==> src/rtl/convolve_reduce_loadable.sv <==
// convolve_reduce_loadable
//
// Pipelined 1x1 convolution that mixes the channels of one pixel.
// out[o] = narrow((sum_i in[i] * W[o][i]) >>> SHIFT)
// The weight rows can be rewritten at run time through a write port.
//
// The pipeline holds CASCADES+1 register stages:
// - Stage 0 registers the products.
// - Stages 1..CASCADES-1 register partial sums of a balanced adder tree.
// - The last stage adds the final terms, then shifts, narrows and registers the result.
//
// All stages advance together. Bubbles are not squeezed out.
//
// Ports:
//   clock_i, reset_i                     clock, asynchronous active-high reset
//   slave_valid_i/slave_ready_o/slave_data_i      input pixels, channel 0 in the low bits
//   master_valid_o/master_ready_i/master_data_o   output pixels, channel 0 in the low bits
//   weight_valid_i/weight_ready_o                  weight row write handshake
//   weight_addr_i, weight_data_i                   output channel and new row, element 0 low
//
// Build option:
//   CONVOLVE_REDUCE_LOADABLE_SATURATE_EN  clamp on narrowing instead of wrapping.

module convolve_reduce_loadable #(
    parameter int unsigned IN_CHANNELS      = 3,
    parameter int unsigned OUT_CHANNELS     = 3,
    parameter int unsigned CASCADES         = 2,
    parameter int unsigned ACTIVATION_WIDTH = 8,
    parameter int unsigned WEIGHT_WIDTH     = 8,
    parameter int unsigned SHIFT            = 0,
    parameter logic signed [0:OUT_CHANNELS-1][0:IN_CHANNELS-1][WEIGHT_WIDTH-1:0] WEIGHT = '0,
    localparam int unsigned ADDR_WIDTH = (OUT_CHANNELS > 1) ? $clog2(OUT_CHANNELS) : 1
) (
    input  logic                                   clock_i,
    input  logic                                   reset_i,
    input  logic                                   slave_valid_i,
    output logic                                   slave_ready_o,
    input  logic [IN_CHANNELS*ACTIVATION_WIDTH-1:0]  slave_data_i,
    output logic                                   master_valid_o,
    input  logic                                   master_ready_i,
    output logic [OUT_CHANNELS*ACTIVATION_WIDTH-1:0] master_data_o,
    input  logic                                   weight_valid_i,
    output logic                                   weight_ready_o,
    input  logic [ADDR_WIDTH-1:0]                  weight_addr_i,
    input  logic [IN_CHANNELS*WEIGHT_WIDTH-1:0]    weight_data_i
);

    // Smallest fan-in f with f**levels >= n.
    // This reduces n terms to one in exactly `levels` adder levels.
    function automatic int unsigned calc_fanin(input int unsigned n, input int unsigned levels);
        int unsigned f;
        int unsigned reach;
        logic        found;
        f     = n;
        found = 1'b0;
        for (int unsigned t = 1; t <= n; t++) begin
            reach = 1;
            for (int unsigned l = 0; l < levels; l++) begin
                if (reach < n) reach = reach * t;
            end
            if (!found && reach >= n) begin
                f     = t;
                found = 1'b1;
            end
        end
        return f;
    endfunction

    localparam int unsigned ACC_WIDTH = ACTIVATION_WIDTH + WEIGHT_WIDTH + $clog2(IN_CHANNELS);
    localparam int unsigned FANIN     = calc_fanin(IN_CHANNELS, CASCADES);
    localparam int unsigned EXT_WIDTH = ACC_WIDTH - ACTIVATION_WIDTH + 1;

    logic signed [WEIGHT_WIDTH-1:0] weight_q [OUT_CHANNELS][IN_CHANNELS];

    // Stage s holds up to IN_CHANNELS terms per output channel.
    // Unused tail entries stay zero because they cover no real input.
    logic signed [ACC_WIDTH-1:0] stage_q [CASCADES][OUT_CHANNELS][IN_CHANNELS];
    logic signed [ACC_WIDTH-1:0] stage_d [CASCADES][OUT_CHANNELS][IN_CHANNELS];
    logic signed [ACC_WIDTH-1:0] sum_d   [OUT_CHANNELS];
    logic signed [ACC_WIDTH-1:0] shift_d [OUT_CHANNELS];

    logic [OUT_CHANNELS*ACTIVATION_WIDTH-1:0] data_q, data_d;
    logic [CASCADES:0]                        valid_q;

    logic advance;
    logic pixel_accept;
    logic weight_accept;

    assign advance        = !valid_q[CASCADES] || master_ready_i;
    assign slave_ready_o  = advance && !weight_valid_i;
    assign pixel_accept   = slave_valid_i && slave_ready_o;
    assign weight_ready_o = weight_valid_i && !(|valid_q);
    assign weight_accept  = weight_ready_o;
    assign master_valid_o = valid_q[CASCADES];
    assign master_data_o  = data_q;

    always_comb begin
        stage_d = stage_q;
        data_d  = data_q;

        for (int o = 0; o < OUT_CHANNELS; o++) begin
            for (int i = 0; i < IN_CHANNELS; i++) begin
                stage_d[0][o][i] =
                    ACC_WIDTH'($signed(slave_data_i[i*ACTIVATION_WIDTH +: ACTIVATION_WIDTH]))
                    * ACC_WIDTH'(weight_q[o][i]);
            end
        end

        // Each tree level sums groups of FANIN neighbouring terms from the level before.
        for (int s = 1; s < CASCADES; s++) begin
            for (int o = 0; o < OUT_CHANNELS; o++) begin
                for (int j = 0; j < IN_CHANNELS; j++) begin
                    stage_d[s][o][j] = '0;
                    for (int f = 0; f < FANIN; f++) begin
                        if (j * FANIN + f < IN_CHANNELS) begin
                            stage_d[s][o][j] = stage_d[s][o][j] + stage_q[s-1][o][j*FANIN+f];
                        end
                    end
                end
            end
        end

        for (int o = 0; o < OUT_CHANNELS; o++) begin
            sum_d[o] = '0;
            for (int f = 0; f < FANIN; f++) begin
                if (f < IN_CHANNELS) sum_d[o] = sum_d[o] + stage_q[CASCADES-1][o][f];
            end
            shift_d[o] = sum_d[o] >>> SHIFT;
`ifdef CONVOLVE_REDUCE_LOADABLE_SATURATE_EN
            // Out of range when the bits above the result's sign bit are not a pure
            // sign extension.
            if (shift_d[o][ACC_WIDTH-1:ACTIVATION_WIDTH-1] !=
                {EXT_WIDTH{shift_d[o][ACC_WIDTH-1]}}) begin
                data_d[o*ACTIVATION_WIDTH +: ACTIVATION_WIDTH] = shift_d[o][ACC_WIDTH-1] ?
                    {1'b1, {(ACTIVATION_WIDTH-1){1'b0}}} : {1'b0, {(ACTIVATION_WIDTH-1){1'b1}}};
            end else begin
                data_d[o*ACTIVATION_WIDTH +: ACTIVATION_WIDTH] =
                    shift_d[o][ACTIVATION_WIDTH-1:0];
            end
`else
            data_d[o*ACTIVATION_WIDTH +: ACTIVATION_WIDTH] = shift_d[o][ACTIVATION_WIDTH-1:0];
`endif
        end
    end

    always_ff @(posedge clock_i or posedge reset_i) begin
        if (reset_i) begin
            valid_q <= '0;
            data_q  <= '0;
            stage_q <= '{default: '0};
        end else if (advance) begin
            valid_q <= {valid_q[CASCADES-1:0], pixel_accept};
            stage_q <= stage_d;
            // The output register only loads real results.
            // master_data_o therefore keeps the last pixel through bubbles.
            if (valid_q[CASCADES-1]) data_q <= data_d;
        end
    end

    // A write can only be accepted while the pipeline is empty.
    // In-flight pixels therefore never see a mix of two weight sets.
    always_ff @(posedge clock_i or posedge reset_i) begin
        if (reset_i) begin
            for (int o = 0; o < OUT_CHANNELS; o++) begin
                for (int i = 0; i < IN_CHANNELS; i++) begin
                    weight_q[o][i] <= WEIGHT[o][i];
                end
            end
        end else if (weight_accept && (32'(weight_addr_i) < OUT_CHANNELS)) begin
            for (int i = 0; i < IN_CHANNELS; i++) begin
                weight_q[weight_addr_i][i] <= weight_data_i[i*WEIGHT_WIDTH +: WEIGHT_WIDTH];
            end
        end
    end

endmodule
==> config.mk <==
export PLATFORM = sky130hd
export DESIGN_NAME = convolve_reduce_loadable
export DESIGN_NICKNAME = d
export VERILOG_FILES = /design/src/rtl/convolve_reduce_loadable.sv
export SDC_FILE = /design/constraint.sdc
export NUM_CORES = 1
export LEC_CHECK = 0
export ABC_AREA = 1
export CAP_MARGIN = 20
export CORE_MARGIN = 5
export CORE_UTILIZATION = 35
export DETAILED_ROUTE_END_ITERATION = 10
export GPL_TIMING_DRIVEN = 1
export PLACE_DENSITY = 0.55
export SYNTH_ARGS = -nofsm -noshare
export SYNTH_HDL_FRONTEND = slang
export SYNTH_SLANG_ARGS = --single-unit
==> constraint.sdc <==
create_clock -name clock_i -period 6.45 [get_ports clock_i]
set_input_delay 0.645 -clock clock_i [delete_from_list [all_inputs] [get_ports clock_i]]
set_output_delay 0.645 -clock clock_i [all_outputs]
set_load 0.02 [all_outputs]
# After elaboration in Yosys (flattened, before gate mapping)
# Index checks and enable logic that the tools add are counted.
totals:
  ff_bits: 219
  latchBits: 0
  ramBits: 0
  mem_bits_ro: 0
  mem_count: 0
op_classes:
  addsub: 6
  multipliers: 9
  n_div: 0
  magnitude_cmp: 3
  n_eq_ne: 0
  shift: 0
  n_mux: 9
  n_bitwise: 1
  n_reduce_logical: 11
op_table:
  columns: ["operator", "n"]
  rows:
  - ["72-bit bitwise mux", 3]
  - ["24-bit demux with 2-bit select", 3]
  - ["8-bit by 8-bit multiplier with 8-bit output", 9]
  - ["8-bit adder", 6]
  - ["24-bit two-way mux", 1]
  - ["16-bit two-way mux", 1]
  - ["8-bit two-way mux", 1]
  - ["1-bit logical AND", 5]
  - ["3-bit >= comparator (second input constant)", 1]
  - ["1-bit zero test", 3]
  - ["3-bit by 1-bit < comparator with 1-bit output (second input constant)", 1]
  - ["2-bit inverter with 3-bit output", 1]
  - ["3-bit OR reduction", 1]
  - ["2-bit < comparator (second input constant)", 1]
  - ["2-bit AND reduction", 1]
  - ["1-bit logical OR", 1]

# Longest topological paths before layout
# Gate-level depths: netlist of the first run.
depth:
  word_depth: 8
  mapped_depth: 25
  ltp_nobuf: 23

# Worst setup path after synthesis of the first run
# OpenSTA, ideal clock, no wires.
synth_timing:
  path_kind: "input-to-reg"
  start: "input slave_data_i[9]"
  end: "register stage_q[295] in the netlist's numbering"
  arrival_time_ns: 4.334
  setup_slack_ns: 1.999
  path_stages: 18
  n_path_buf: 2
  path_cell_list: "buf_2 -> buf_1 -> nand2_1 -> fa_1 -> fa_1 -> fa_1 -> fa_1 -> inv_1 -> ha_1 -> a21oi_1 -> nand2_1 -> or2_2 -> nand2_1 -> nand3_1 -> nand2_1 -> nand2_1 -> nand3_1 -> nand2_1"
synth_between:
  elab_chain_len: 1
synth_rtl:
  columns: ["item", "line_no", "source"]
  rows:
  - ["start: declaration", "38", "input logic [IN_CHANNELS*ACTIVATION_WIDTH-1:0] slave_data_i,"]
  - ["8-bit by 8-bit multiplier with 8-bit output", "105", "* ACC_WIDTH'(weight_q[o][i]);"]
  - ["end signal: assignment", "153", "stage_q <= stage_d;"]
  - ["end: declaration", "77", "logic signed [ACC_WIDTH-1:0] stage_q [CASCADES][OUT_CHANNELS][IN_CHANNELS];"]
# No other way between the ends.
# A chain may end at the register's enable or synchronous reset.

# Worst setup path in the final report of the first run
layout_timing:
  start: "input slave_data_i[18]"
  end: "register stage_q[169] in the netlist's numbering"
# The elaborated chain is that of the path after synthesis.

==> results.md, run 1 <==
- Hold Crit Depth: 2
- Syn Inst Count: 2,694
- Crit path arrival time: 5.06 ns
- CTS clk-pin slew, worst paths: 0.06 ns
- GRT Resource Usage Total: 15.9%
- Drt wl/cell: 13.6 um
- Post CTS Setup Buffer Count: 0
- Relative slew slack: 34.9%
- Clk_lat worst skew: 0.56 ns
- Clock Sinks: 219
- Pwr dens: 508 mW/mm^2
- Post-route minimum period: 4.62 ns
- VDD IR max: 0.243 mV
- Buffers on Ports: 81
- First drt pass iteration count: 5
- Final setup TNS: 0 ns
- Final Routed Wirelength: 47,300 um
- Cell area after synthesis: 0.0195 sq mm
- Final antenna-violating net count: 0
- Count of final setup violators: 0
- Final hold vios: 0
- Layout cell share with drive strength beyond 1: 3.21%
- R2R setup slack: 2.43 ns
- Starting density of the core: 35.4%
- Max_cap viols: 0
- Die Y-Extent: 246 um
- Num ports: 82
- HPWL after DPL: 37,000 um
- Fin crit share: 71.6%
- Syn_area_per_cell: 7.25 sq um
- WS Path Type: primary input to register
- Beginning of the worst hold path: master_data_o[16]$_DFFE_PP0P_
- Peak Freq: 216 MHz
- First-pass GRT wire length: 79,900 um
- Hold Path Class: register to register
- R2R Path Start: weight_q[58]$_DFFE_PP0P_
- Ant diodes: 0
- CTS tree: yes
- Vias in the first global route: 15,700
- Core Box Area: 0.0552 sq mm
- Vias: 15,600
- Hold Slack: 0.471 ns
- Worst slew pin tran: 0.975 ns
- Required time of the worst setup path: 6.89 ns
- Leak Pwr: 13.0 nW
- Register bit total from synthesis: 219
- Largest net degree at the start of global routing: 107
- CTS Hold Buffers Added: 0
- Max Slew Vio Count: 0
- Total CTS buffers: 27
- GPL Wtd Cong: 0.854
- Post-CTS sizing: 0
- Synth Warn #: 0
- Layout net count: 3,101
- Unrepaired setup endpoints after global routing: no
- Worst Hold End: master_data_o[16]$_DFFE_PP0P_
- Vias per std cell: 4.49
- # DRC: 0
- Yosys cell types: 37
- Post-synthesis sequential area ratio: 28.1%
- Clock buffer depth: 3
- Depth of the most critical reg-to-reg path: 16
- Die width: 246 um
- Starting DRC count in detailed routing: 941
- Root Buffer: clkbuf_16
- Worst r2r dst: stage_q[295]$_DFFE_PP0N_
- Antenna violations before repair: 0
- Skew final: 0.0181 ns
- Htree depth: 1
- Site Rows: 86
- Die area: 0.0606 sq mm
- Grt ovf: 0
- Startpoint Class: primary input
- CP Max Fanout: 20
- Area delta synth->final: 12.2%
- Endpoint class of the critical path: register
- Outcome: finished clean
- Syn nets: 3,076
-- per-stage QoR --
| step | power, mW | cells | utilization [%] | setup slack, ns | instance area [sq um] |
|---|---|---|---|---|---|
| 2_1_floorplan | 7.74 | 2694 | - | 2.00 | 19500 |
| 3_3_place_gp | 9.42 | 3437 | 37.9 | 1.29 | 20900 |
| 4_1_cts | 11.3 | 3486 | 39.7 | 1.83 | 21900 |
| 5_1_grt | 12.6 | 3487 | 39.7 | 1.49 | 21900 |
| 3_5_place_dp | 9.61 | 3437 | 37.9 | 1.24 | 20900 |
| 6_report | 11.1 | 3487 | 39.7 | 1.83 | 21900 |
-- kinds of logic (layout without fill, tap and decap cells) --
| group | after synthesis | after routing | share of synthesized area (%) |
|---|---|---|---|
| buffers and inverters | 719 | 764 | 14.5 |
| flip-flops | 219 | 219 | 28.1 |
| AND/OR/NAND/NOR | 1150 | 1150 | 23.6 |
| AO/OA/AOI/OAI | 213 | 213 | 5.62 |
| adder cells (fa/ha/maj) | 327 | 327 | 25.3 |
| XOR/XNOR | 66 | 66 | 2.96 |
-- power breakdown --
group          switching (mW)  internal, mW  total, mW
Combinational            3.93          2.74       6.68
Sequential              0.758          2.06       2.82
Clock                   0.647         0.980       1.63
Total                    5.34          5.78       11.1
-- worst max-delay path, cell delays in order --
cell	delay, ns
clkdlybuf4s50_1	1.05
nand2_1	0.18
fa_1	0.47
fa_1	0.57
fa_1	0.44
fa_1	0.54
inv_1	0.05
ha_1	0.33
a21oi_1	0.21
nand2_1	0.07
nand2_1	0.06
nand2_1	0.06
inv_1	0.05
nand3_1	0.07
nand2_1	0.08
nand3_1	0.07
nand3_1	0.08
nand2_1	0.06
-- cell type report --
cell class / instances / area [sq um]
multi-input combinational: 1756 / 11200
clock buffer: 31 / 731
fill: 5772 / 33300
clock inverter: 18 / 229
sequential: 219 / 5480
timing repair buffer: 95 / 953
tap: 748 / 936
inverter: 620 / 2330
-- flip-flops by register name, indices dropped and copies added, names as in the netlist --
name	cells
master_data_o	24
stage_q	120
weight_q	72
valid_q	3
-- metal layers --
layer,GRT usage [%],routed length [um],vias to the layer above
met5,0,0,-
met4,3.33,879,0
met3,1.97,1900,56
met2,25.5,20800,258
met1,23.3,23700,7240
li1,-,-,8094
-- cells in the mapped netlist --
master | n | area (sq um)
nor3_4 | 1 | 16.3
nand4_1 | 7 | 43.8
nor2_2 | 1 | 6.26
nor2_1 | 49 | 184
a22o_1 | 1 | 8.76
buf_1 | 3 | 11.3
a211oi_1 | 3 | 22.5
nand3_2 | 2 | 20.0
o21ai_1 | 18 | 90.1
clkbuf_2 | 1 | 5.00
buf_2 | 51 | 255
clkbuf_1 | 32 | 120
a31oi_1 | 2 | 12.5
o21ai_0 | 114 | 571
or2_2 | 7 | 43.8
nor3_1 | 1 | 5.00
buf_4 | 7 | 52.6
ha_1 | 213 | 2670
xor2_1 | 43 | 377
o31a_1 | 1 | 8.76
inv_2 | 6 | 22.5
nand3b_1 | 14 | 105
xnor2_1 | 23 | 201
and3_1 | 1 | 6.26
nand3_1 | 118 | 591
inv_1 | 614 | 2300
o211ai_1 | 2 | 15.0
fa_1 | 114 | 2280
a21o_1 | 2 | 15.0
nand2b_1 | 3 | 18.8
and2_1 | 2 | 12.5
a21oi_1 | 69 | 345
dfrtp_1 | 219 | 5480
nand2_2 | 3 | 18.8
nand2_1 | 941 | 3530
o22a_1 | 1 | 8.76
buf_6 | 5 | 56.3
-- how the worst max path moves through the flow --
| stage | startpoint | end | slack (ns) | cells past startpoint |
|---|---|---|---|---|
| 3_5_place_dp | slave_data_i[18] | stage_q[169]$_DFFE_PP0N_ | 1.24 | 18 |
| 4_1_cts | slave_data_i[18] | stage_q[169]$_DFFE_PP0N_ | 1.83 | 18 |
| 3_3_place_gp | slave_data_i[18] | stage_q[169]$_DFFE_PP0N_ | 1.29 | 18 |
| 5_1_grt | slave_data_i[18] | stage_q[169]$_DFFE_PP0N_ | 1.49 | 18 |
| 6_report | slave_data_i[18] | stage_q[169]$_DFFE_PP0N_ | 1.83 | 18 |
| 2_1_floorplan | slave_data_i[9] | stage_q[295]$_DFFE_PP0N_ | 2.00 | 18 |
-- placed cells by master (no fill, tap or decap), types with 2 or more instances in the layout --
cell type          n
nand2b_1           3
a211oi_1           3
o21ai_0          114
o211ai_1           2
nand3_2            5
clkinv_4           2
clkbuf_16         27
a31oi_1            2
nand4_1            7
or2_2              7
nand3_1          115
clkinv_2           5
clkdlybuf4s50_1   81
fa_1             114
a21o_1             2
buf_12             3
nand3b_1          14
buf_4             11
nand2_1          941
nor2_1            48
o21ai_1           18
and2_1             2
dfrtp_1          219
clkbuf_8           4
nand2_2            3
ha_1             213
bufinv_16          4
clkinvlp_4         6
inv_2              6
inv_1            613
xor2_1            43
a21oi_1           69
xnor2_1           23
(Power assumes the default switching activity.)
==> run 2, diff against run 1 <==
- PLACE_DENSITY: 0.55 -> 0.53
- clock period: 6.45 -> 4.58 ns (I/O delays scaled with it)
==> run 2 against run 1 <==
  * Global-route usage up 0.30 points
  * Critical path depth up 2
  * Die area unchanged
  * First-iteration DRC count down 11%
  * Sequential power up 41%
  * Sequential share of layout area down 0.42 points
  * Wire length up 2.3%
  * Utilization up 0.68 points
  * Non-clock buffer count up 37
  * Cell count up 1.1%
  * Total power up 45%
  * Largest cell class unchanged
  * Largest power group unchanged
  * Highest routed layer unchanged
==> results.md, run 2 (synthesis results as in run 1) <==
- CP max stage delay: 0.66 ns
- Max Slew Vio Count: 0
- Finished Cell Area: 0.0223 sq mm
- Top delay family on crit path: adder cells
- Commonest non-fill, non-tap cell in the layout: nand2_1
- Starting DRC count in detailed routing: 833
- Num ports: 82
- Buffers on Ports: 81
- Count of final setup violators: 0
- Total power: 16.2 mW
- Site Rows: 86
- Peak Freq: 244 MHz
- Area delta synth->final: 14.1%
- Dpl cell area: 0.0213 sq mm
- Die area: 0.0606 sq mm
- Root Buffer: clkbuf_16
- Largest net degree at the start of global routing: 189
- Vias: 15,800
- Buf/Inv on CP: 5
- Post-CTS sizing: 0
- Layout cell share with drive strength beyond 1: 4.53%
- Max_cap viols: 0
- Htree depth: 1
- CP Max Fanout: 8
- Final hold vios: 0
- Required time of the worst setup path: 5.03 ns
- First-pass GRT wire length: 80,900 um
- Vias in the first global route: 15,800
- Hold Path Class: primary input to asynchronous set/reset pin
- Pwr dens: 725 mW/mm^2
- Starting density of the core: 35.4%
- Leak Pwr: 13.2 nW
- WS Path Type: primary input to register
- Clock Sinks: 219
- Register with the most flip-flops: stage_q
- Sequential Area: 0.00548 sq mm
- Worst slack, placed: -0.125 ns
- Ant diodes: 0
- Die Y-Extent: 246 um
- Total CTS buffers: 28
- Startpoint Class: primary input
- GRT Resource Usage Total: 16.2%
- Crit path arrival time: 4.55 ns
- Core Box Area: 0.0552 sq mm
- Endpoint class of the critical path: register
- HPWL after DPL: 38,100 um
- Final antenna-violating net count: 0
- Fin crit share: 89.5%
- # DRC: 0
- Clk_lat worst skew: 0.56 ns
- Die width: 246 um
- CTS clk-pin slew, worst paths: 0.06 ns
- VDD IR max: 0.315 mV
- Crit-path most repeated cell: nand2_1
- Layout net count: 3,139
- Max reg flops: 120
- Final Routed Wirelength: 48,400 um
- Relative slew slack: 27.2%
- Filler cells: 5,728
- Critical path cell sequence: clkdlybuf4s50_1, buf_4, nand2_1, inv_1, fa_1, ha_1, inv_1, fa_1, fa_1, inv_1, ha_1, a21oi_1, nand2_1, or2_2, nand2_1, nand3_1, nand2_1, nand2_1, nand3_1, nand2_1
- Post-route minimum period: 4.10 ns
- Commonest cells after routing, fill and taps aside: 941 x nand2_1, 613 x inv_1, 219 x dfrtp_1, 213 x ha_1, 115 x nand3_1
- GPL Wtd Cong: 0.852
- Worst slew pin tran: 1.09 ns
- First drt pass iteration count: 7
- Drt wl/cell: 13.7 um
- Slowest CP cell: clkdlybuf4s50_1
- Vias per std cell: 4.49
- Outcome: finished clean
- Post CTS Setup Buffer Count: 0
- Unrepaired setup endpoints after global routing: no
- Antenna violations before repair: 0
- Skew final: 0.0171 ns
- Clock buffer depth: 3
- Final Worst Setup Slack: 0.479 ns
- Multi-input gate area: 0.0112 sq mm
- Grt ovf: 0
- CTS Hold Buffers Added: 0
- CTS tree: yes
run 2: cell count changes in the layout (fill, tap and decap cells not counted), sizes merged:
cell and change:
buf +37, clkbuf +8, clkinv -2, clkinvlp -4
inv +1
run 2: per-layer routing:
| layer | routed length [um] | part of all wire (%) | track usage (%) | vias up |
|---|---|---|---|---|
| met5 | 0 | 0 | 0 | - |
| met4 | 914 | 1.9 | 3.22 | 0 |
| met3 | 1990 | 4.1 | 2.07 | 61 |
| met2 | 21200 | 44 | 26.3 | 244 |
| met1 | 24300 | 50 | 23.6 | 7345 |
| li1 | - | - | - | 8186 |
run 2: final cells by class:
type	count	share of cell area [%]
clock buffer	39	3.73
clock inverter	13	0.887
inverter	620	10.5
multi-input combinational	1756	50.5
sequential	219	24.6
tap	748	4.20
timing repair buffer	132	5.64
run 2: worst paths after layout:
path                                          startpoint                       end  depth (start not counted)  slack (ns)
min in group clock_i            stage_q[168]$_DFFE_PP0N_   stage_q[24]$_DFFE_PP0N_                          2        0.47
worst min-delay path                             reset_i  stage_q[131]$_DFFE_PP0N_                          3        0.41
worst min register to register  stage_q[168]$_DFFE_PP0N_   stage_q[24]$_DFFE_PP0N_                          2        0.47
worst max register to register  weight_q[58]$_DFFE_PP0P_  stage_q[295]$_DFFE_PP0N_                         16        0.56
worst max-delay path                    slave_data_i[11]  stage_q[295]$_DFFE_PP0N_                         20        0.48
max in group asynchronous                        reset_i  weight_q[46]$_DFFE_PP0P_                          3        3.20
run 2: where the power goes:
part	internal [mW]	total [mW]	switching (mW)	leakage, nW
Sequential	2.90	3.99	1.09	2.73
Clock	1.50	2.41	0.907	0.505
Combinational	4.06	9.75	5.70	9.97
run 2: worst reg2reg max path: cells and delay by family (launching register included):
family / cells / cell delay, ns
simple gates: 9 / 0.89
fa+ha+maj: 5 / 2.33
flops: 1 / 0.53
buf+inv: 1 / 0.05
compound gates: 1 / 0.14
run 2: metrics by stage:
stage / TNS (ns) / std cells / util (%) / hold WS, ns
floorplan: 0 / 2694 / - / 0.442
global placement: -0.0473 / 3475 / 38.5 / 0.458
detailed placement: -0.206 / 3475 / 38.5 / 0.460
CTS: 0 / 3527 / 40.4 / 0.416
global route: 0 / 3527 / 40.4 / 0.460
finish: 0 / 3527 / 40.4 / 0.409
==> RTL change 1, RTL diff (settings of run 1) <==
Change the parameter `ACTIVATION_WIDTH` from 8 to 6.
--- a/src/rtl/convolve_reduce_loadable.sv
+++ b/src/rtl/convolve_reduce_loadable.sv
@@ -25,7 +25,7 @@
     parameter int unsigned IN_CHANNELS      = 3,
     parameter int unsigned OUT_CHANNELS     = 3,
     parameter int unsigned CASCADES         = 2,
-    parameter int unsigned ACTIVATION_WIDTH = 8,
+    parameter int unsigned ACTIVATION_WIDTH = 6,
     parameter int unsigned WEIGHT_WIDTH     = 8,
     parameter int unsigned SHIFT            = 0,
     parameter logic signed [0:OUT_CHANNELS-1][0:IN_CHANNELS-1][WEIGHT_WIDTH-1:0] WEIGHT = '0,
Interface: changed (resized master_data_o and slave_data_i); port bits go from 82 to 70. The function was not compared with the original's and may differ.
==> RTL change 1 against run 1 <==
Synthesized area fell by 38%. First-iteration DRC count fell by 30%. Final area fell by 37%. Core utilization rose by 0.23 points. Sequential cell count fell by 54. Worst setup slack improved by 0.59 ns. Die area fell by 37%. Non-clock buffer count fell by 27. Routed wire length fell by 42%. Sequential share of layout area rose by 5.1 points. Critical path depth did not move. Via count fell by 37%. Power fell by 45%. Highest routed layer unchanged.
==> RTL change 1: results (changes against run 1) <==
| Metric | Value |
|---|---|
| Clock-net power | `1.06 mW (was 1.63 mW)` |
| Post-Place Cells | `2154 (was 3437)` |
| Setup slack on the worst flop-to-flop path | `3.13 ns (was 2.43 ns)` |
| Worst Clk Skew | `0.0186 ns (was 0.0181 ns)` |
| Gate count of the mapped netlist | `1680 (was 2694)` |
| Num Clock Sinks | `165 (was 219)` |
| Post-route total power | `6.10 mW (was 11.1 mW)` |
| Number of buffers inserted during clock tree synthesis | `17 (was 27)` |
| Critical register-to-register path endpoint | `stage_q[197]$_DFFE_PP0N_ (was stage_q[295]$_DFFE_PP0N_)` |
| Maximum resistive drop on vdd | `240 uV (was 243 uV)` |
| Vias in the first global route | `9508 (was 15727)` |
| Reg-to-reg startpoint | `weight_q[26]$_DFFE_PP0P_ (was weight_q[58]$_DFFE_PP0P_)` |
| Number of H-tree levels | `4 (was 1)` |
| Area occupied by multi-input gates | `6580 sq um (was 11200 sq um)` |
| Sequential share of the synthesized area | `34.1% (was 28.1%)` |
| Switching power total | `2.76 mW (was 5.34 mW)` |
| Hold slack | `0.476 ns (was 0.471 ns)` |
| Sequential portion of the cell area | `30.1% (was 25.0%)` |
| Worst slack, placed | `1.95 ns (was 1.24 ns)` |
| First-pass GRT wire length | `47200 um (was 79900 um)` |
| Max clock buf depth | `2 (was 3)` |
| Delay of the slowest cell on the worst path | `0.95 ns (was 1.05 ns)` |
| Endpoint of the worst hold path | `master_data_o[6]$_DFFE_PP0P_ (was master_data_o[16]$_DFFE_PP0P_)` |
| Vias | `9908 (was 15648)` |
| LEAKAGE | `7.85 nW (was 13.0 nW)` |
| Synth Area in Compound Gates | `6.54% (was 5.62%)` |
| Fillcell total | `3554 (was 5772)` |
| Relative area of clock buffers and inverters in the final design | `4.53% (was 4.38%)` |
| Worst-Margin Slew | `0.934 ns (was 0.975 ns)` |
| Multi-input gates | `1161 (was 1756)` |
| Total track usage | `15.0% (was 15.9%)` |
| Share of synthesized cell area in full adder, half adder and majority cells | `18.4% (was 25.3%)` |
| Largest net degree at the start of global routing | `100 (was 107)` |
| Number of DRC markers after the initial detailed-route iteration | `654 (was 941)` |
| WL final | `27400 um (was 47300 um)` |
| Gate power share | `51.0% (was 60.0%)` |
| Non-clock buffer area fraction after layout | `4.87% (was 4.35%)` |
| Hold Crit Start | `master_data_o[6]$_DFFE_PP0P_ (was master_data_o[16]$_DFFE_PP0P_)` |
| Outcome | `finished clean (unchanged)` |
| Critical Path Fanout Max | `18 (was 20)` |
| Flip-flop and latch area | `4130 sq um (was 5480 sq um)` |
## RTL change 1: cell count changes after synthesis, sizes merged, moves of 33 or more
cell / delta
fa: -72
ha: -102
inv: -315
buf: -35
dfrtp: -54
nand3: -36
a21oi: -57
xor2: -33
nand2: -221
nor2: -42
## RTL change 1: metal layers
| metal | part of all wire (%) | wire [um] | up-vias | global-route usage (%) |
|---|---|---|---|---|
| li1 | - | - | 5208 | - |
| met1 | 53 | 14400 | 4551 | 21.9 |
| met2 | 43 | 11700 | 126 | 22.7 |
| met3 | 3.2 | 867 | 23 | 2.66 |
| met4 | 1.5 | 423 | 0 | 4.42 |
| met5 | 0 | 0 | - | 0 |
## RTL change 1: worst max path at each step
| stage | startpoint | endpoint | slack, ns | cells after the start |
|---|---|---|---|---|
| floorplan | reset_i | master_data_o[0]$_DFFE_PP0P_ | 1.34 | 1 |
| global placement | slave_data_i[12] | stage_q[197]$_DFFE_PP0N_ | 1.96 | 18 |
| detailed placement | slave_data_i[12] | stage_q[197]$_DFFE_PP0N_ | 1.95 | 18 |
| CTS | slave_data_i[12] | stage_q[197]$_DFFE_PP0N_ | 2.42 | 18 |
| global route | slave_data_i[12] | stage_q[245]$_DFFE_PP0N_ | 2.12 | 20 |
| finish | slave_data_i[12] | stage_q[197]$_DFFE_PP0N_ | 2.42 | 18 |
## RTL change 1: kinds of logic (layout without fill, tap and decap cells)
logic type,count (synthesis),count (layout)
XOR/XNOR,19,19
adder cells (fa/ha/maj),153,153
buffers and inverters,354,405
AO/OA/AOI/OAI,145,145
AND/OR/NAND/NOR,844,844
flip-flops,165,165
==> RTL change 2, RTL diff (config.mk and constraints of run 1) <==
Without the edit above. Reset style: synchronous (`reset_i`), changed in 2 clocked blocks. Comments in the files are not updated.
--- a/src/rtl/convolve_reduce_loadable.sv
+++ b/src/rtl/convolve_reduce_loadable.sv
@@ -143,7 +143,7 @@
         end
     end
 
-    always_ff @(posedge clock_i or posedge reset_i) begin
+    always_ff @(posedge clock_i) begin
         if (reset_i) begin
             valid_q <= '0;
             data_q  <= '0;
@@ -159,7 +159,7 @@
 
     // A write can only be accepted while the pipeline is empty.
     // In-flight pixels therefore never see a mix of two weight sets.
-    always_ff @(posedge clock_i or posedge reset_i) begin
+    always_ff @(posedge clock_i) begin
         if (reset_i) begin
             for (int o = 0; o < OUT_CHANNELS; o++) begin
                 for (int i = 0; i < IN_CHANNELS; i++) begin
Check against the original RTL: not settled (the Yosys comparison gave no result); the edit may change what the design does.
==> RTL change 2 against run 1 <==
First-iteration DRC count is 22% lower. Synthesized area is 2.7% lower. Critical path depth grew 4. Sequential cell count is the same. Final area decreased by 2.7%. Sequential share of layout area down 1.1 points. Worst setup slack improved by 0.089 ns. Critical endpoint is now stage_q[295]$_SDFFE_PP0N_. Routed wire length shrank 2.6%.
Power is not compared: it rests on default switching activity, and its combinational part moved more than twofold at a synthesized area within 25%.
==> RTL change 2: results (changes against run 1) <==
| Metric | Value |
|---|---|
| Relative slew slack | `39.6% (was 34.9%)` |
| Arrival time worst endpoint | `4.97 ns (was 5.06 ns)` |
| List of most frequent post-synthesis cells | `sky130_fd_sc_hd__inv_1, sky130_fd_sc_hd__nand2_1, sky130_fd_sc_hd__nor2_1 (was sky130_fd_sc_hd__nand2_1, sky130_fd_sc_hd__inv_1, sky130_fd_sc_hd__dfrtp_1)` |
| Setup slack on the worst flop-to-flop path | `2.51 ns (was 2.43 ns)` |
| Number of DRC markers after the initial detailed-route iteration | `731 (was 941)` |
| Critical register-to-register path endpoint | `stage_q[241]$_SDFFE_PP0N_ (was stage_q[295]$_DFFE_PP0N_)` |
| Hold slack | `0.476 ns (was 0.471 ns)` |
| Detailed Place HPWL | `36200 um (was 37000 um)` |
| Worst Clk Skew | `0.0154 ns (was 0.0181 ns)` |
| Cell depth of the worst flop-to-flop path | `20 (was 16)` |
| Vias in the first global route | `15224 (was 15727)` |
| Area after detailed placement | `20300 sq um (was 20900 sq um)` |
| Delay of the slowest cell on the worst path | `0.78 ns (was 1.05 ns)` |
| Multiplexer share of the synthesized area | `0% (unchanged)` |
| Reg-to-reg startpoint | `weight_q[1][8]$_SDFFCE_PN0P_ (was weight_q[58]$_DFFE_PP0P_)` |
| Outcome | `finished clean (unchanged)` |
| First-pass GRT wire length | `77300 um (was 79900 um)` |
| Share of synthesized cell area in full adder, half adder and majority cells | `26.0% (was 25.3%)` |
| Number of enable-type register cells in the synthesized netlist | `72 (was 0)` |
| Post-synthesis share of cell area spent on xor and xnor gates | `4.10% (was 2.96%)` |
| Critical path startpoint | `slave_data_i[10] (was slave_data_i[18])` |
| Total track usage | `15.7% (was 15.9%)` |
| Share of layout cells above drive strength 1 | `3.04% (was 3.21%)` |
| Cell variety after synth | `33 (was 37)` |
| Vias per inst | `4.59 (was 4.49)` |
| Ys flop type | `sky130_fd_sc_hd__dfxtp_1 (was sky130_fd_sc_hd__dfrtp_1)` |
| Last weighted congestion value of the routability-driven placer | `0.873 (was 0.854)` |
| Sequential share of the synthesized area | `26.9% (was 28.1%)` |
| Hold Crit Start | `stage_q[274]$_SDFFE_PP0N_ (was master_data_o[16]$_DFFE_PP0P_)` |
| Antenna violations before repair | `0 (unchanged)` |
| Wirelength per Cell | `13.7 um (was 13.6 um)` |
| Critical Path Fanout Max | `12 (was 20)` |
| Synth Area in Compound Gates | `7.02% (was 5.62%)` |
| Hold Path Stages | `2 (unchanged)` |
| Endpoint of the worst hold path | `stage_q[274]$_SDFFE_PP0N_ (was master_data_o[16]$_DFFE_PP0P_)` |
| FFs w/ async S/R, synth | `0% (was 100%)` |
| Synth area leaders | `sky130_fd_sc_hd__dfxtp_1, sky130_fd_sc_hd__ha_1, sky130_fd_sc_hd__inv_1 (was sky130_fd_sc_hd__dfrtp_1, sky130_fd_sc_hd__nand2_1, sky130_fd_sc_hd__ha_1)` |
-- RTL change 2: logic make-up after synthesis --
logic type,after synthesis
AND/OR/NAND/NOR,1002
buffers and inverters,720
adder cells (fa/ha/maj),327
AO/OA/AOI/OAI,258
flip-flops,219
XOR/XNOR,89
-- RTL change 2: power by group through the flow --
stage          Sequential [mW]  Combinational [mW]  Clock [mW]
3_5_place_dp              1.76                1.45           0
4_1_cts                   1.74                1.46        1.68
5_1_grt                   1.75                1.69        1.74
3_3_place_gp              1.76                1.41           0
2_1_floorplan             1.70                1.07           0
6_report                  1.73                1.44        1.64
-- RTL change 2: final cells by class --
cell class / instances / area (sq um)
Clock buffer: 35 / 777
Inverter: 628 / 2360
Fill cell: 5591 / 32500
Timing Repair Buffer: 95 / 916
Sequential cell: 219 / 5100
Tap cell: 696 / 871
Clock inverter: 15 / 195
Multi-Input combinational cell: 1676 / 11100
-- RTL change 2: worst max path at each step --
stage / endpoint / depth (start not counted) / slack, ns
6_report: stage_q[295]$_SDFFE_PP0N_ / 22 / 1.92
2_1_floorplan: stage_q[241]$_SDFFE_PP0N_ / 22 / 2.10
5_1_grt: stage_q[169]$_SDFFE_PP0N_ / 21 / 1.64
3_5_place_dp: stage_q[295]$_SDFFE_PP0N_ / 22 / 1.34
4_1_cts: stage_q[295]$_SDFFE_PP0N_ / 22 / 1.93
3_3_place_gp: stage_q[169]$_SDFFE_PP0N_ / 21 / 1.43
-- RTL change 2: tightest hold or removal path, delay by kind of cell, from the launching register on --
family | cells | cell delay, ns
and+or+nand+nor | 2 | 0.13
DFF | 1 | 0.32
-- RTL change 2: metal layers --
layer | up-vias | routed length [um] | GRT usage, %
met5 | - | 0 | 0
met2 | 286 | 20900 | 25.9
met4 | 0 | 806 | 3.10
met3 | 47 | 2080 | 2.08
met1 | 7164 | 22300 | 22.2
li1 | 7953 | - | -
-- RTL change 2: per-stage QoR --
stage	setup slack [ns]	instances	util [%]
detailed placement	1.34	3314	37.8
global placement	1.43	3314	37.8
CTS	1.93	3364	39.6
finish	1.92	3364	39.6
global route	1.64	3364	39.6
floorplan	2.10	2615	-
